==> config.mk <==
export PLATFORM = sky130hd
export DESIGN_NAME = jk_excitation_driver
export DESIGN_NICKNAME = d
export VERILOG_FILES = /design/src/rtl/jk_drv_pkg.sv /design/src/rtl/jk_excite_enc.sv /design/src/rtl/jk_excitation_driver.sv
export SDC_FILE = /design/constraint.sdc
export NUM_CORES = 1
export LEC_CHECK = 0
export CORE_MARGIN = 1
export CORE_UTILIZATION = 29
export CTS_BUF_LIST = sky130_fd_sc_hd__clkbuf_8
export DETAILED_ROUTE_END_ITERATION = 16
export PLACE_DENSITY = 0.55
export SYNTH_ARGS = -nofsm -noshare
export SYNTH_HDL_FRONTEND = slang
export SYNTH_SLANG_ARGS = --single-unit
==> constraint.sdc <==
create_clock -name clk -period 2.6 [get_ports clk]
set_input_delay 0.52 -clock clk [delete_from_list [all_inputs] [get_ports clk]]
set_output_delay 0.52 -clock clk [all_outputs]
set_load 0.02 [all_outputs]
==> src/rtl/jk_drv_pkg.sv <==
// rtl/jk_drv_pkg.sv - shared types and excitation helper for the JK excitation driver
package jk_drv_pkg;

   typedef enum logic [1:0] {
      ST_CLR   = 2'd0,
      ST_IDLE  = 2'd1,
      ST_DRIVE = 2'd2,
      ST_WAIT  = 2'd3
   } drv_state_t;

   // Excitation codes, packed as {j,k}; the toggle code 2'b11 is never produced
   localparam logic [1:0] EXC_HOLD  = 2'b00;
   localparam logic [1:0] EXC_SET   = 2'b10;
   localparam logic [1:0] EXC_RESET = 2'b01;

   // Minimal excitation that moves one flop from q to target
   function automatic logic [1:0] jk_excite(input logic q, input logic target);
      logic [1:0] code;
      case ({q, target})
         2'b01:   code = EXC_SET;
         2'b10:   code = EXC_RESET;
         default: code = EXC_HOLD;
      endcase
      return code;
   endfunction

endpackage

==> src/rtl/jk_excite_enc.sv <==
// rtl/jk_excite_enc.sv - per-bit mapper from (modelled state, target) to J/K excitation
module jk_excite_enc
   import jk_drv_pkg::*;
(
   input  logic q,
   input  logic target,
   output logic j,
   output logic k
);

   // Pure lookup; the top registers the result when a target is accepted
   always_comb begin
      {j, k} = jk_excite(q, target);
   end

endmodule

==> src/rtl/jk_excitation_driver.sv <==
// rtl/jk_excitation_driver.sv - drives JK flop bank toward target words and checks feedback
module jk_excitation_driver
   import jk_drv_pkg::*;
#(
   parameter int WIDTH     = 4,
   parameter int FB_LAT    = 1,
   parameter int ERR_CNT_W = 8
) (
   input  logic                 clk,
   input  logic                 rst,
   input  logic                 in_valid,
   output logic                 in_ready,
   input  logic [WIDTH-1:0]     in_target,
   output logic [WIDTH-1:0]     j,
   output logic [WIDTH-1:0]     k,
   input  logic [WIDTH-1:0]     q_fb,
   output logic                 done,
   output logic                 mismatch,
   output logic [ERR_CNT_W-1:0] err_count
);

   localparam int CNT_W = $clog2(FB_LAT + 1);
   // The clear path has no separate DRIVE state, so its wait runs one cycle longer
   localparam logic [CNT_W-1:0] CNT_CLR = CNT_W'(FB_LAT);
   localparam logic [CNT_W-1:0] CNT_DRV = CNT_W'(FB_LAT - 1);
   localparam logic [ERR_CNT_W-1:0] ERR_MAX = '1;

   drv_state_t       state_q, state_d;
   logic [CNT_W-1:0] cnt_q;
   logic             from_clr_q;
   logic [WIDTH-1:0] expected_q;
   logic [WIDTH-1:0] q_model_q;
   logic [WIDTH-1:0] exc_j, exc_k;
   logic             accept;
   logic             wait_over;
   logic             fb_bad;

   assign accept    = in_valid && (state_q == ST_IDLE);
   assign wait_over = (state_q == ST_WAIT) && (cnt_q == '0);
   assign fb_bad    = (q_fb != expected_q);

   genvar g;
   generate
      for (g = 0; g < WIDTH; g++) begin : g_enc
         jk_excite_enc u_enc (
            .q      (q_model_q[g]),
            .target (in_target[g]),
            .j      (exc_j[g]),
            .k      (exc_k[g])
         );
      end
   endgenerate

   // State register; reset always replays the clear sequence
   always_ff @(posedge clk) begin
      if (!rst) state_q <= ST_CLR;
      else      state_q <= state_d;
   end

   // Next-state logic
   always_comb begin
      state_d = state_q;
      case (state_q)
         ST_CLR:   state_d = ST_WAIT;
         ST_IDLE:  state_d = accept ? ST_DRIVE : ST_IDLE;
         ST_DRIVE: state_d = ST_WAIT;
         ST_WAIT:  state_d = (cnt_q == '0) ? ST_IDLE : ST_WAIT;
         default:  state_d = ST_CLR;
      endcase
   end

   // Output decode: ready is a pure function of the state register
   always_comb begin
      in_ready = (state_q == ST_IDLE);
   end

   // Excitation, settle counter, feedback check and error counter
   always_ff @(posedge clk) begin
      if (!rst) begin
         j          <= '0;
         k          <= '0;
         done       <= 1'b0;
         mismatch   <= 1'b0;
         err_count  <= '0;
         q_model_q  <= '0;
         expected_q <= '0;
         cnt_q      <= '0;
         from_clr_q <= 1'b0;
      end else begin
         j        <= '0;
         k        <= '0;
         done     <= 1'b0;
         mismatch <= 1'b0;
         case (state_q)
            ST_CLR: begin
               k          <= '1;
               expected_q <= '0;
               cnt_q      <= CNT_CLR;
               from_clr_q <= 1'b1;
            end
            ST_IDLE: begin
               if (accept) begin
                  j          <= exc_j;
                  k          <= exc_k;
                  expected_q <= in_target;
                  from_clr_q <= 1'b0;
               end
            end
            ST_DRIVE: begin
               cnt_q <= CNT_DRV;
            end
            ST_WAIT: begin
               if (wait_over) begin
                  done      <= !from_clr_q;
                  mismatch  <= fb_bad;
                  // Follow the real flops so the next excitation starts from truth
                  q_model_q <= q_fb;
                  if (fb_bad && (err_count != ERR_MAX))
                     err_count <= err_count + ERR_CNT_W'(1);
               end else begin
                  cnt_q <= cnt_q - CNT_W'(1);
               end
            end
            default: ;
         endcase
      end
   end

endmodule

Yosys cells after proc, flatten, opt, wreduce, memory -nomap -nowiden
Index checks and enable logic that the tools add are counted.
Widths: inputs -> output; s select.
- flip-flop bits (word level): 30
- bits in latches: 0
- bits in read-only memories: 0
- word-level logic and storage cells: 57
- output and inout bits: 19
- memories: 0
- memory bits (writable): 0
- $lt $le $gt $ge: 0
- equal/unequal tests: 15
- add/sub/neg operators: 2
- mux-type cells: 15
- div/mod/pow operators: 0
- $mul: 0
- bitwise operators: 1
- reductions and logical operators: 14
- shift operators: 0
- operators with widths (cell ; number):
    $pmux 2 s2 ; 4
    $pmux 4 s2 ; 2
    $eq 2x2->1 const B ; 6
    $eq 2x1->1 const B ; 5
    $reduce_and 3->1 ; 3
    $add 8x1->8 const B ; 1
    $mux 4 ; 2
    $ne 8x8->1 const B ; 1
    $pmux 2 s3 ; 1
    $reduce_and 2->1 ; 3
    $mux 2 ; 2
    $ne 4x4->1 ; 1
    $logic_and 1x1->1 ; 3
    $pmux 1 s3 ; 1
    $reduce_bool 3->1 ; 1
    $logic_not 2->1 ; 1
    $mux 1 ; 2
    $ne 2x1->1 const B ; 1
    $ne 2x2->1 const B ; 1
    $pmux 1 s2 ; 1
    $reduce_bool 2->1 ; 1
    $reduce_or 2->1 ; 1
    $logic_not 1->1 ; 1
    $not 1->1 ; 1
    $sub 1x1->1 const B ; 1

Longest topological paths before layout
Gate-level depths: netlist (run 1).
- word-level depth: 4
- gate-level depth with buffers: 6
- depth with buffers taken out: 5

Cells and area by module
From an unflattened synthesis (run 1), not the netlist that was laid out.
- cells, all modules: 127
- area total of the unflattened synthesis: 1202.4 um2
- by module, submodules not included (module ; sequential area each (um2) ; area an instance (um2) ; cells an instance ; times used):
    jk_excitation_driver ; 600.6 ; 1142.3 ; 119 ; 1
    jk_excite_enc ; 0.0 ; 15.0 ; 2 ; 4

Least setup slack after synthesis (run 1)
Ideal clock, no wire load.
- kind: input to register
- start: in q_fb[1]
- end: reg err_count[2]
- buffers on the path: 1
- slack: 1.034 ns
- stages on the path: 5
- data required time: 2.465 ns
- data arrival time: 1.431 ns
- cells stage by stage: xnor2_1 -> a41o_1 -> buf_2 -> o311ai_0 -> o41ai_1
- word-level cells in the longest chain between the ends: 3
- RTL lines (element ; line ; text):
    start, declared ; jk_excitation_driver.sv:16 ; input logic [WIDTH-1:0] q_fb,
    $ne 4x4->1 ; jk_excitation_driver.sv:40 ; assign fb_bad = (q_fb != expected_q);
    $logic_and 1x1->1 ; jk_excitation_driver.sv:118 ; if (fb_bad && (err_count != ERR_MAX))
    $reduce_and 3->1 (no line) ; n/a ;
    end signal, assigned ; jk_excitation_driver.sv:119 ; err_count <= err_count + ERR_CNT_W'(1);
    end, declared ; jk_excitation_driver.sv:19 ; output logic [ERR_CNT_W-1:0] err_count
Every way passes these cells.
A chain may end at the register's enable or synchronous reset.

Final worst setup path (run 1)
- start: reg state_q[0]
- end: out in_ready
- word-level cells in the longest chain between the ends: 1
- RTL lines (element ; line ; text):
    start, declared ; jk_excitation_driver.sv:28 ; drv_state_t state_q, state_d;
    start signal, assigned ; jk_excitation_driver.sv:57 ; else state_q <= state_d;
    $eq 2x1->1 ; jk_excitation_driver.sv:74 ; in_ready = (state_q == ST_IDLE);
    end, declared ; jk_excitation_driver.sv:12 ; output logic in_ready,
Every way passes these cells.

==> run metrics, run 1 <==
asr flop ratio synth=0%; HP Class=reg -> reg; core region area=0.003771 mm2; Avg Inst Size Synth=about 9.8 um2; vias per std cell=5.065; NumNets Final=about 160; synth top area cells=dfxtp_1 51%, a21oi_1 5.6%, nor2_1 3.9%; worst setup path class=reg -> out; WP data required=2080 ps; detailed-route wire length=2.579 mm; Yosys warnings=0; post-CTS sizing=0; final setup margin=around 440 ps; final hold violation count=0; M1 GR Usage=15.91%; top_reg_cell synth=dfxtp_1; Tmin final=roughly 2200 ps; die area=0.004292 mm2; worst path arrival time=between 1500 and 2000 ps; GRT busiest layer=met2; RSZ-0062 raised after global routing=false; Synth area leader=dfxtp_1; Routed wire per std cell=approximately 13 um; P_leak=0.5831 nW; TNS Setup=0 ps; top post-synthesis cells by count=30 x dfxtp_1, 13 x a21oi_1, 12 x nor2_1, 5 x inv_1; Worst-Margin Slew=611.7 ps; Syn Inst Count=119; Distinct cells, synth=32; synthesized area=0.001170 mm2; Slew HR=59.18%; diode count=0; outcome=completed; register area share after synthesis=about 50%; Post-DP HPWL=around 1.9 mm; top-count cell post-synth=dfxtp_1; syn_nets=131; die height=65.52 um; CP max stage delay=slightly above 600 ps; Global Route Usage Sum=between 10% and 20%; number of synthesized flops with an enable pin=0; CTS tree=yes; vias post-DR=1013; Initial DRC Count=36; gr ovfl total=0; max-cap violation count=0; Max IR drop VDD=0.0003868 V; Post-DRT Antenna Nets=0; Startpoint Class=register; Seq. cell area=600.6 um2; #FFs+latches synth=30; # setup viols final=0; Horiz. Die Dim=65.52 um; Rows=22; Slowest-stage cell, CP=clkdlybuf4s50_1; ratio of cells with drive above 1 in the final layout=7.237%; htree depth=2; Initial Utilization=31.02%; multi-input logic area=519.2 um2; Syn-to-layout area delta=35.72%; GR Util met2=19.59%; Fill cells=368; met3 Resource Use GR=4.167%; CTS hold repair buffers=0; IO buf count=29; placed cell area=0.001496 mm2; Post-route DRC=0; Layout Skew=4.812 ps; global placement routability congestion=0.7524; maximum clock path buffer count=2; Max FO, Critical Path=9; postcts setup bufs=0; Pre-Repair DR Iteration Count=4; first-pass GRT wire length=4.126 mm; CTS root buf=clkbuf_8; Max Freq=~0.46 GHz; Setup WS pre-CTS=~310 ps; critical-path cell list=inv_1 -> nor2_1 -> clkdlybuf4s50_1; pwr/cell area=613.9 mW/mm2; Clk pin slew, worst setup/hold paths=roughly 60 ps; design area=about 0.0016 mm2; largest net degree at the start of global routing=21; period utilization=83.24%; Worst-Skew Late Latency=280 ps; CP endpoint kind=output pin; IO Count=30; vias in the first global route=approximately 900; post-synth top area share=51.34%; Pins Over Slew Limit=0; antenna violations before repair=0; total CTS buffers=5; clk sinks=30
## final timing paths
path | from | to | slack [ps] | cells after the start
setup / recovery | state_q[0]$_SDFF_PN0_ | in_ready | 440 | 3
hold / removal | from_clr_q$_SDFFE_PN0P_ | done$_SDFF_PN0_ | 420 | 1
setup reg to reg | state_q[0]$_SDFF_PN0_ | err_count[7]$_SDFFE_PN0P_ | 690 | 4
hold reg to reg | from_clr_q$_SDFFE_PN0P_ | done$_SDFF_PN0_ | 420 | 1
## metrics by stage
step / power (mW) / hold WS [ps] / util (%) / cells
6_report: 0.9747 / 415.3 / 42.10 / 200
5_1_grt: 1.014 / 442.5 / 42.10 / 200
4_1_cts: 0.9865 / 420.7 / 42.10 / 200
3_5_place_dp: 0.6105 / 412.7 / 39.68 / 192
3_3_place_gp: 0.6084 / 412.9 / 39.68 / 192
2_1_floorplan: 0.5631 / 394.3 / - / 119
## state kept, by name, indices dropped and copies added (netlist names)
signal,count
from_clr_q,1
done,1
state_q,2
cnt_q,1
q_model_q,4
err_count,8
j,4
expected_q,4
k,4
mismatch,1
## where the power goes
group	internal, mW	switching (mW)
clock	0.209	0.166
combinational	0.0538	0.0533
sequential	0.479	0.0144
total	0.741	0.233
## routing by layer
metal	routed length, um	share of wire [%]
met5	0	0
met3	102	4.0
met4	51	2.0
met2	1233	48
met1	1193	46
## worst max-delay path, delay by kind of cell (launching register included)
kind,cells,cell delay [ps]
AND/OR/NAND/NOR,1,120
buffers and inverters,2,740
flip-flops,1,510
## final cells by class
type,instances,area share [%]
clock buffer,6,5.201
clock inverter,2,0.5516
timing repair buffer,30,18.75
sequential,30,37.83
inverter,5,1.182
multi-input combinational,79,32.70
tap,48,3.783
## layout by cell type (no fill, tap or decap), drive strengths merged, types with 5 or more instances in the layout
cell type / Yosys / final
nand3b: 5 / 5
nor2: 12 / 12
inv: 5 / 6
a21oi: 13 / 13
clkbuf: 2 / 6
clkdlybuf4s50: 0 / 29
dfxtp: 30 / 30
## cells by family (layout without fill, tap and decap cells)
logic type / after synthesis / count (layout) / share of synthesized area, %
and+or+nand+nor: 39 / 39 / 19.79
AOI/OAI and AO/OA: 31 / 31 / 17.11
DFF: 30 / 30 / 51.34
buffers and inverters: 10 / 43 / 4.278
xor gates and xnor gates: 4 / 4 / 2.994
muxes: 4 / 4 / 3.423
adders and majority gates: 1 / 1 / 1.069
Note: power is estimated with default switching activity, not from simulation.
==> inputs of run 2 (changes only) <==
- clock period: 2.6 -> 2.3 ns (I/O delays scaled with it)
==> run 2 against run 1 <==
Effect of this change:
- clock power is 9.3% higher
- combinational power is 14% higher
- wire length is 0.43% higher
- clock skew about the same
- critical path depth did not move
- sequential share of layout area about the same
- utilization is essentially flat
- sequential power increased by 13%
- design area barely moved
- critical path type unchanged
- largest power group unchanged
==> run metrics, run 2 (same netlist as run 1, synthesis figures left out) <==
Max Freq=0.4717 GHz; first-pass GRT wire length=4.457 mm; clock power share=between 30% and 40%; fin util=42.07%; htree depth=2; diode count=0; IO buf count=29; worst path arrival time=1660 ps; gr ovfl total=0; Max IR drop VDD=around 0.00027 V; Rows=22; Max FO, Critical Path=9; Routed wire per std cell=13.02 um; Worst-Skew Late Latency=280 ps; worst setup path class=reg -> out; postcts setup bufs=0; CTS tree=yes; Tmin final=2120 ps; Post-DRT Antenna Nets=0; vias post-DR=approximately 960; Final Non-Filler Cells=199; period utilization=between 90% and 100%; outcome=completed; Initial DRC Count=31; Post-route DRC=0; Pre-Repair DR Iteration Count=4; Startpoint Class=register; Reg power frac=51.1%; WHS Path Cells=1; core region area=0.003771 mm2; IO Count=30; CTS root buf=clkbuf_8; detailed-route wire length=2.590 mm; die height=65.52 um; Internal=0.8332 mW; origin of the critical flop-to-flop path=state_q[0]$_SDFF_PN0_; HP Class=reg -> reg; commonest non-fill, non-tap cell in the layout=dfxtp_1; Hold Path End=done$_SDFF_PN0_; Sw Ratio=about a quarter; post-CTS sizing=0; P_leak=0.5786 nW; flop-to-flop setup slack=400 ps; largest net degree at the start of global routing=21; vias in the first global route=slightly above 900; Hold Startpoint=from_clr_q$_SDFFE_PN0P_; Post-DP HPWL=between 1.5 and 2 mm; CTS hold repair buffers=0; Slew HR=58.14%; combinational power share=11.2%; Horiz. Die Dim=65.52 um; Worst-Margin Slew=~630 ps; Layout Skew=5.231 ps; clk sinks=30; TNS Setup=0 ps; hold_ws=420.2 ps; total CTS buffers=5; RSZ-0062 raised after global routing=false; antenna violations before repair=0; pwr/cell area=687.3 mW/mm2; vias per std cell=4.809; Syn-to-layout area delta=35.61%; Reg2Reg Depth=4; die area=0.004292 mm2; max FFs per register=8; CP endpoint kind=output pin; WP data required=roughly 1800 ps; net switching power=0.2572 mW; Initial Utilization=between 30% and 40%; most flop-heavy register=err_count; max-cap violation count=0; Placed Cells=between 150 and 200; most frequent cells in the layout=30 x dfxtp_1, 29 x clkdlybuf4s50_1, 13 x a21oi_1, 12 x nor2_1, 6 x clkbuf_8; Clk pin slew, worst setup/hold paths=about 60 ps; # setup viols final=0; reg2reg end=err_count[7]$_SDFFE_PN0P_; ratio of cells with drive above 1 in the final layout=7.285%; Pins Over Slew Limit=0; NumNets Final=approximately 160; Global Route Usage Sum=13.77%; global placement routability congestion=roughly 0.76; maximum clock path buffer count=2; final hold violation count=0
==> run 2: cell types whose count changed in the layout (fill, tap and decap cells not counted) <==
cell | before | now
inv_1 | 6 | 5
buf_4 | 1 | 2
clkinv_2 | 1 | 0
==> run 2: how the worst max path moves through the flow <==
stage	startpoint	endpoint	cells past startpoint
2_1_floorplan	err_count[0]$_SDFFE_PN0P_	err_count[5]$_SDFFE_PN0P_	5
3_3_place_gp	q_fb[1]	err_count[5]$_SDFFE_PN0P_	5
3_5_place_dp	q_fb[1]	err_count[7]$_SDFFE_PN0P_	5
4_1_cts	state_q[0]$_SDFF_PN0_	in_ready	3
5_1_grt	state_q[0]$_SDFF_PN0_	in_ready	3
6_report	state_q[0]$_SDFF_PN0_	in_ready	3
==> run 2: cell type report <==
cell class / instances / area, um2
sequential: 30 / 600.6
multi-input combinational: 79 / 519.2
timing repair buffer: 31 / 305.3
fill: 378 / 2185
clock buffer: 6 / 82.58
inverter: 5 / 18.77
tap: 48 / 60.06
==> run 2: power by group through the flow <==
stage	combinational, mW	clock (mW)	sequential, mW
after floorplan	0.0637	0	0.573
after CTS	0.123	0.424	0.557
after detailed placement	0.123	0	0.569
after global placement	0.121	0	0.568
after global routing	0.132	0.452	0.560
final	0.122	0.410	0.558
==> run 2: per-stage QoR <==
step	instance area (um2)	worst slack, ps	total power [mW]
after floorplan	1170	763.2	0.6365
after global placement	1504	150.5	0.6891
after detailed placement	1504	82.94	0.6918
after CTS	1587	170.6	1.104
after global routing	1587	122.4	1.144
final	1587	179.8	1.090
==> run 2: worst max-delay path: stages (launching register included) <==
cell and delay (ps):
dfxtp_1 520, inv_1 140, nor2_1 120, clkdlybuf4s50_1 600
==> run 2: routing by layer <==
| layer | global-route usage [%] | wire length (um) |
|---|---|---|
| met5 | 0 | 0 |
| met4 | 8.967 | 64 |
| met3 | 2.604 | 60 |
| met2 | 20.88 | 1206 |
| met1 | 17.70 | 1258 |
